--- config.mk ---
export PLATFORM = sky130hd
export DESIGN_NAME = serial_adder
export DESIGN_NICKNAME = d
export VERILOG_FILES = /design/src/rtl/serial_adder_pkg.sv /design/src/rtl/serial_adder_fa_cell.sv /design/src/rtl/serial_adder.sv
export SDC_FILE = /design/constraint.sdc
export NUM_CORES = 1
export LEC_CHECK = 0
export ABC_CLOCK_PERIOD_IN_PS = 2000
export BUFFER_PORTS_ARGS = -buffer_cell sky130_fd_sc_hd__buf_2
export CELL_PAD_IN_SITES_DETAIL_PLACEMENT = 1
export CELL_PAD_IN_SITES_GLOBAL_PLACEMENT = 2
export CORE_MARGIN = 5
export CORE_UTILIZATION = 31
export DETAILED_ROUTE_END_ITERATION = 7
export PLACE_DENSITY = 0.84
export SETUP_SLACK_MARGIN = 0.1
export SYNTH_ARGS = -nofsm -noshare
export SYNTH_HDL_FRONTEND = slang
export SYNTH_SLANG_ARGS = --single-unit
--- constraint.sdc ---
create_clock -name clk -period 2 [get_ports clk]
set_clock_uncertainty 0.2 [all_clocks]
set_input_delay 0 -clock clk [delete_from_list [all_inputs] [get_ports clk]]
set_output_delay 0 -clock clk [all_outputs]
set_load 0.005 [all_outputs]
--- src/rtl/serial_adder_pkg.sv ---
// Shared definitions for the bit-serial adder: the FSM state type and the
// default operand width.
package serial_adder_pkg;

  localparam int DEFAULT_WIDTH = 8;

  typedef enum logic [1:0] {
    IDLE  = 2'd0,
    SHIFT = 2'd1,
    DONE  = 2'd2
  } state_e;

endpackage

--- src/rtl/serial_adder_fa_cell.sv ---
// Single combinational full-adder cell. The serial adder reuses this one
// cell for every bit position, one bit per clock.
module fa_cell (
  input  logic a,
  input  logic b,
  input  logic ci,
  output logic s,
  output logic co
);

  assign s  = a ^ b ^ ci;
  assign co = (a & b) | (ci & (a ^ b));

endmodule

--- src/rtl/serial_adder.sv ---
// Bit-serial adder/subtractor. One full-adder cell and a carry flop process
// the operands LSB first, one bit per clock. Subtraction is done as
// A + ~B + ~Cin, so the carry-out means "no borrow".
module serial_adder
  import serial_adder_pkg::*;
#(
  parameter int WIDTH = DEFAULT_WIDTH
) (
  input  logic             clk,
  input  logic             rst,
  input  logic             start,
  input  logic             sub,
  input  logic [WIDTH-1:0] A,
  input  logic [WIDTH-1:0] B,
  input  logic             Cin,
  output logic             busy,
  output logic             done,
  output logic [WIDTH-1:0] Sum,
  output logic             Carry,
  output logic             Ovf
);

  localparam int               CNT_W    = $clog2(WIDTH + 1);
  localparam logic [CNT_W-1:0] LAST_BIT = CNT_W'(WIDTH - 1);

  state_e           state_q, state_d;
  logic [WIDTH-1:0] a_q, a_d;
  logic [WIDTH-1:0] b_q, b_d;
  logic [WIDTH-1:0] sum_q, sum_d;
  logic [CNT_W-1:0] cnt_q, cnt_d;
  logic             c_q, c_d;
  logic             carry_q, carry_d;
  logic             ovf_q, ovf_d;
  logic             busy_q, busy_d;
  logic             done_q, done_d;
  logic             fa_s;
  logic             fa_co;

  // The only adder in the design: it always looks at the current LSBs and
  // the running carry.
  fa_cell u_fa (
    .a  (a_q[0]),
    .b  (b_q[0]),
    .ci (c_q),
    .s  (fa_s),
    .co (fa_co)
  );

  // Next-state and next-output logic for the IDLE/SHIFT/DONE sequencer.
  always_comb begin
    // NOTE: every signal gets a default before the case so no path leaves
    // it unassigned, which would otherwise infer a latch.
    state_d = state_q;
    a_d     = a_q;
    b_d     = b_q;
    sum_d   = sum_q;
    cnt_d   = cnt_q;
    c_d     = c_q;
    carry_d = carry_q;
    ovf_d   = ovf_q;
    busy_d  = busy_q;
    done_d  = 1'b0;

    case (state_q)
      IDLE, DONE: begin
        if (start) begin
          // Subtraction inverts B and the carry-in, giving A - B - Cin.
          state_d = SHIFT;
          a_d     = A;
          b_d     = B ^ {WIDTH{sub}};
          c_d     = Cin ^ sub;
          cnt_d   = '0;
          busy_d  = 1'b1;
        end else begin
          state_d = IDLE;
        end
      end

      SHIFT: begin
        // start is deliberately ignored here; the operation runs to the end.
        sum_d = {fa_s, sum_q[WIDTH-1:1]};
        a_d   = a_q >> 1;
        b_d   = b_q >> 1;
        c_d   = fa_co;
        cnt_d = cnt_q + CNT_W'(1);
        if (cnt_q == LAST_BIT) begin
          // c_q is the carry into the MSB, fa_co the carry out of it.
          state_d = DONE;
          busy_d  = 1'b0;
          done_d  = 1'b1;
          carry_d = fa_co;
          ovf_d   = c_q ^ fa_co;
        end
      end

      default: begin
        state_d = IDLE;
        busy_d  = 1'b0;
      end
    endcase
  end

  // All state registers, with synchronous reset taking priority over start.
  always_ff @(posedge clk) begin
    // NOTE: non-blocking assignments so every flop samples the values from
    // before this edge, regardless of statement order.
    if (rst) begin
      // NOTE: the shift registers are cleared too, so Sum reads 0 after reset
      // rather than stale operand bits.
      state_q <= IDLE;
      a_q     <= '0;
      b_q     <= '0;
      sum_q   <= '0;
      cnt_q   <= '0;
      c_q     <= 1'b0;
      carry_q <= 1'b0;
      ovf_q   <= 1'b0;
      busy_q  <= 1'b0;
      done_q  <= 1'b0;
    end else begin
      state_q <= state_d;
      a_q     <= a_d;
      b_q     <= b_d;
      sum_q   <= sum_d;
      cnt_q   <= cnt_d;
      c_q     <= c_d;
      carry_q <= carry_d;
      ovf_q   <= ovf_d;
      busy_q  <= busy_d;
      done_q  <= done_d;
    end
  end

  assign busy  = busy_q;
  assign done  = done_q;
  assign Sum   = sum_q;
  assign Carry = carry_q;
  assign Ovf   = ovf_q;

endmodule
After elaboration in Yosys (flattened, before gate mapping)
Cells that the tools add are included.
{"block": "word_totals", "register_bits": 35, "inputBits": 21, "output_inout_bits": 12}
{"block": "op_classes", "add_sub_neg": 1, "n_eq_ne": 5, "mux": 15, "bitwise": 9, "reduce_logical": 7}
{"cell": "$pmux W8 S2", "count": 2}
{"cell": "$mux W8", "count": 2}
{"cell": "$pmux W4 S2", "count": 1}
{"cell": "$xor A8 B8 Y8", "count": 1}
{"cell": "$reduce_and A2 Y1", "count": 3}
{"cell": "$mux W1", "count": 5}
{"cell": "$add A4 B1 Y4 const B", "count": 1}
{"cell": "$eq A4 B3 Y1 const B", "count": 1}
{"cell": "$mux W4", "count": 1}
{"cell": "$ne A2 B2 Y1 const B", "count": 2}
{"cell": "$pmux W1 S2", "count": 2}
{"cell": "$pmux W2 S2", "count": 1}
{"cell": "$reduce_or A2 Y1", "count": 2}
{"cell": "$xor A1 B1 Y1", "count": 4}
{"cell": "$and A1 B1 Y1", "count": 2}
{"cell": "$eq A2 B1 Y1 const B", "count": 1}
{"cell": "$eq A2 B2 Y1 const B", "count": 1}
{"cell": "$logic_not A2 Y1", "count": 1}
{"cell": "$mux W2", "count": 1}
{"cell": "$reduce_bool A2 Y1", "count": 1}
{"cell": "$not A1 Y1", "count": 1}
{"cell": "$or A1 B1 Y1", "count": 1}

Longest topological paths before layout
{"block": "logic_depth", "ltp_word": 4, "ltp_mapped": 5, "mapped_depth_nobuf": 4}

By module
From an unflattened synthesis, not the netlist that was laid out.
{"block": "hier_totals", "cells_unflattened": 170, "hier_area_um2": 1506.4}
{"module": "serial_adder", "n_inst": 1, "cells_each": 169, "area_each_um2": 1486.4, "seq_area_each_um2": 700.7}
{"module": "fa_cell", "n_inst": 1, "cells_each": 1, "area_each_um2": 20.0, "seq_area_each_um2": 0.0}

Worst setup path after synthesis
No wires, ideal clock.
{"block": "synth_timing", "path_type": "reg-to-reg", "start": "register c_q", "end": "register ovf_q (netlist: Ovf)", "setup_ps": 70, "t_arrival_ps": 1336, "path_slack_ps": 394, "stages_incl_launch_ff": 5, "path_buffers": 0, "period_less_slack_ps": 1606, "cell_sequence": "dfxtp_1 fa_1 xnor2_1 or3_1 a21oi_1"}
{"block": "synth_via", "elab_chain_cells": 3}
{"item": "start: declaration", "line_no": "serial_adder.sv:31", "source": "logic c_q, c_d;"}
{"item": "start signal: assignment", "line_no": "serial_adder.sv:115", "source": "c_q <= 1'b0;"}
{"item": "start signal: assignment", "line_no": "serial_adder.sv:126", "source": "c_q <= c_d;"}
{"item": "$and A1 B1 Y1", "line_no": "serial_adder_fa_cell.sv:12", "source": "assign co = (a & b) | (ci & (a ^ b));"}
{"item": "$or A1 B1 Y1", "line_no": "serial_adder_fa_cell.sv:12"}
{"item": "named net fa_co", "line_no": "serial_adder.sv:37", "source": "logic fa_co;"}
{"item": "$xor A1 B1 Y1", "line_no": "serial_adder.sv:92", "source": "ovf_d = c_q ^ fa_co;"}
{"item": "end signal: assignment", "line_no": "serial_adder.sv:128", "source": "ovf_q <= ovf_d;"}
{"item": "end: declaration", "line_no": "serial_adder.sv:33", "source": "logic ovf_q, ovf_d;"}
The timed path passes the listed nets, and every way through them passes these cells.
A chain may end at the register's enable or synchronous reset.

Final worst setup path
Same ends and word-level chain as after synthesis.

==> metrics <==
Vias 1,388; drt wl/cell 13.1 microns; first-pass GRT wire length 6.21 mm; Yosys cell types 29; vias in the first global route 1,359; status completed; WP data required 2.02 ns; Die ar. 6340 sq um; Max-cap violations 0; clk buf depth 2; RSZ-0062 raised after global routing false; Area growth, synth to finish 33.7%; Area after DPL 1720 sq um; clock root buffer master clkbuf_8; CP max FO 3; worst slew pin tran 0.423 ns; commonest non-fill, non-tap cell in the layout dfxtp_1; most frequent cells in the layout 35 x dfxtp_1, 32 x a21oi_1, 32 x buf_2; Syn Std Cell Area 1500 sq um; Synth Register Bits 35; Starting Density 0.318; Peak VDD IR 0.000360 V; R2R setup slack 0.31 ns; final hold violations 0; post-route antenna net violation count 0; initial antenna violation count 0; Power Density 763 nW/um^2; CTS tree yes; Max Freq 0.590 GHz; post-CTS setup repair buffer count 0; routed wire length 3.78 mm; fin area 2010 sq um; GRT overflow 0; Crit. End Element flip-flop; share of cells above drive strength 1 0.231; total core area 4720 sq um; Post-Syn Nets 193; max-slew violations 0; fillcell total 571; relative slew slack 0.718; worst reg2reg path endpoint Ovf; critical path arrival 1.71 ns; Post-route DRC 0; Ports 33; Clk pin slew, worst setup/hold paths 0.07 ns; Row Count 25; IO Port Bufs 32; ant diodes 0; YS warnings 0; Die Span X 79.6 microns; Initial DRC Count 72; largest net degree at the start of global routing 29; Pre-Repair DR Iteration Count 4; hold path start sub; Net count, final 243; TritonCTS buffer count 5; Mapped Cells 170; Worst R2R Path Depth 4; DP HPWL 2.48 mm; Critical Path Source Type flip-flop; setup_tns 0 ns; Static Leakage 0.800 nW; worst-skew pair later-pin latency 0.28 ns; Seq/Total Area, Yosys 0.466; vias per cell 4.82; Final period util 0.847; R2R Path Start c_q; syn avg cell area 8.84 sq um; GPL Wtd Cong 0.719; end of the critical path Ovf; crit path from c_q; clock sink count 35; final setup violation count 0; Die Y 79.6 microns; Tmin final 1.69 ns; hold crit path type in2reg; worst setup path class reg2reg; H-tree depth 2; gr usage total 0.123
[cell families after synthesis]
family	after synthesis	share of synthesized area
AOI/OAI and AO/OA	51	0.201
adders and majority gates	2	0.0216
xor gates and xnor gates	10	0.0583
buffers and inverters	17	0.0608
muxes	2	0.0175
DFF	35	0.466
and+or+nand+nor	53	0.174
[routing by layer]
metal,global-route usage,vias to the layer above,wire [microns],part of all wire
li1,-,693,-,-
met1,0.157,657,1770,0.47
met2,0.199,30,1780,0.47
met3,0.0316,8,183,0.048
met4,0.0412,0,49,0.013
met5,0,-,0,0
[worst max-delay path, stage by stage, from the launching register on]
cell	delay [ns]
dfxtp_1	0.35
fa_1	0.49
xnor2_1	0.15
or3_1	0.30
a21oi_1	0.14
[sequential cells by signal, summed over array words and instances (netlist names)]
name and cells:
Carry 1, Ovf 1, Sum 8, a_q 8, b_q 8, busy 1, c_q 1, cnt_q 4
done 1, state_q 2
[timing repair]
item | in CTS | in global routing
hold buffers | 19 | 0
hold endpoints to repair | 22 | 0
resized for setup | 0 | 0
[worst min-delay path by stage]
stage	to	slack [ns]	depth (start not counted)
after floorplan	a_q[7]	-0.06	2
after global placement	a_q[7]	0.04	3
after detailed placement	a_q[7]	0.05	3
after CTS	b_q[7]	0.02	4
after global routing	b_q[7]	0.05	4
final	b_q[7]	0.02	4
[metrics by stage]
stage,power [mW],worst slack [ns],hold slack [ns],util,std cells
global route,1.61,0.209,0.0515,0.425,288
CTS,1.55,0.294,0.0156,0.425,288
global placement,0.960,0.359,0.0449,0.364,261
floorplan,0.900,0.394,-0.0640,-,170
finish,1.53,0.306,0.0211,0.425,288
detailed placement,0.962,0.312,0.0493,0.364,261
[where the power goes]
| group | internal [mW] | total [mW] | switching, mW |
|---|---|---|---|
| Sequential | 0.731 | 0.752 | 0.0208 |
| Combinational | 0.104 | 0.222 | 0.118 |
| Clock | 0.314 | 0.559 | 0.244 |
[synth_stat cells]
cell	count	area, sq um
buf_2	7	35.0
nand3_1	19	95.1
a211oi_2	1	12.5
mux2_2	1	11.3
nor3_1	2	10.0
ha_1	1	12.5
nor2_1	2	7.51
or3_1	2	12.5
o21bai_1	1	7.51
nand2_1	19	71.3
nand3b_1	1	7.51
nand2b_1	3	18.8
xnor2_1	1	8.76
buf_1	1	3.75
nand3b_2	1	11.3
buf_4	5	37.5
o21ai_0	2	10.0
and2b_1	1	7.51
a21oi_1	32	160
dfxtp_1	35	701
a22oi_1	15	113
nor3b_1	1	7.51
fa_1	1	20.0
clkbuf_1	3	11.3
nand4_1	1	6.26
mux2_4	1	15.0
inv_1	1	3.75
nor2b_1	1	6.26
xor2_1	9	78.8
[cell type report]
| type | count | area, sq um | area share |
|---|---|---|---|
| Tap cell | 67 | 83.8 | 0.0417 |
| Sequential cell | 35 | 701 | 0.349 |
| Inverter | 1 | 3.75 | 0.00187 |
| Multi-Input combinational cell | 118 | 711 | 0.354 |
| Timing Repair Buffer | 59 | 410 | 0.204 |
| Clock buffer | 8 | 100 | 0.0498 |
(Power assumes the default switching activity.)
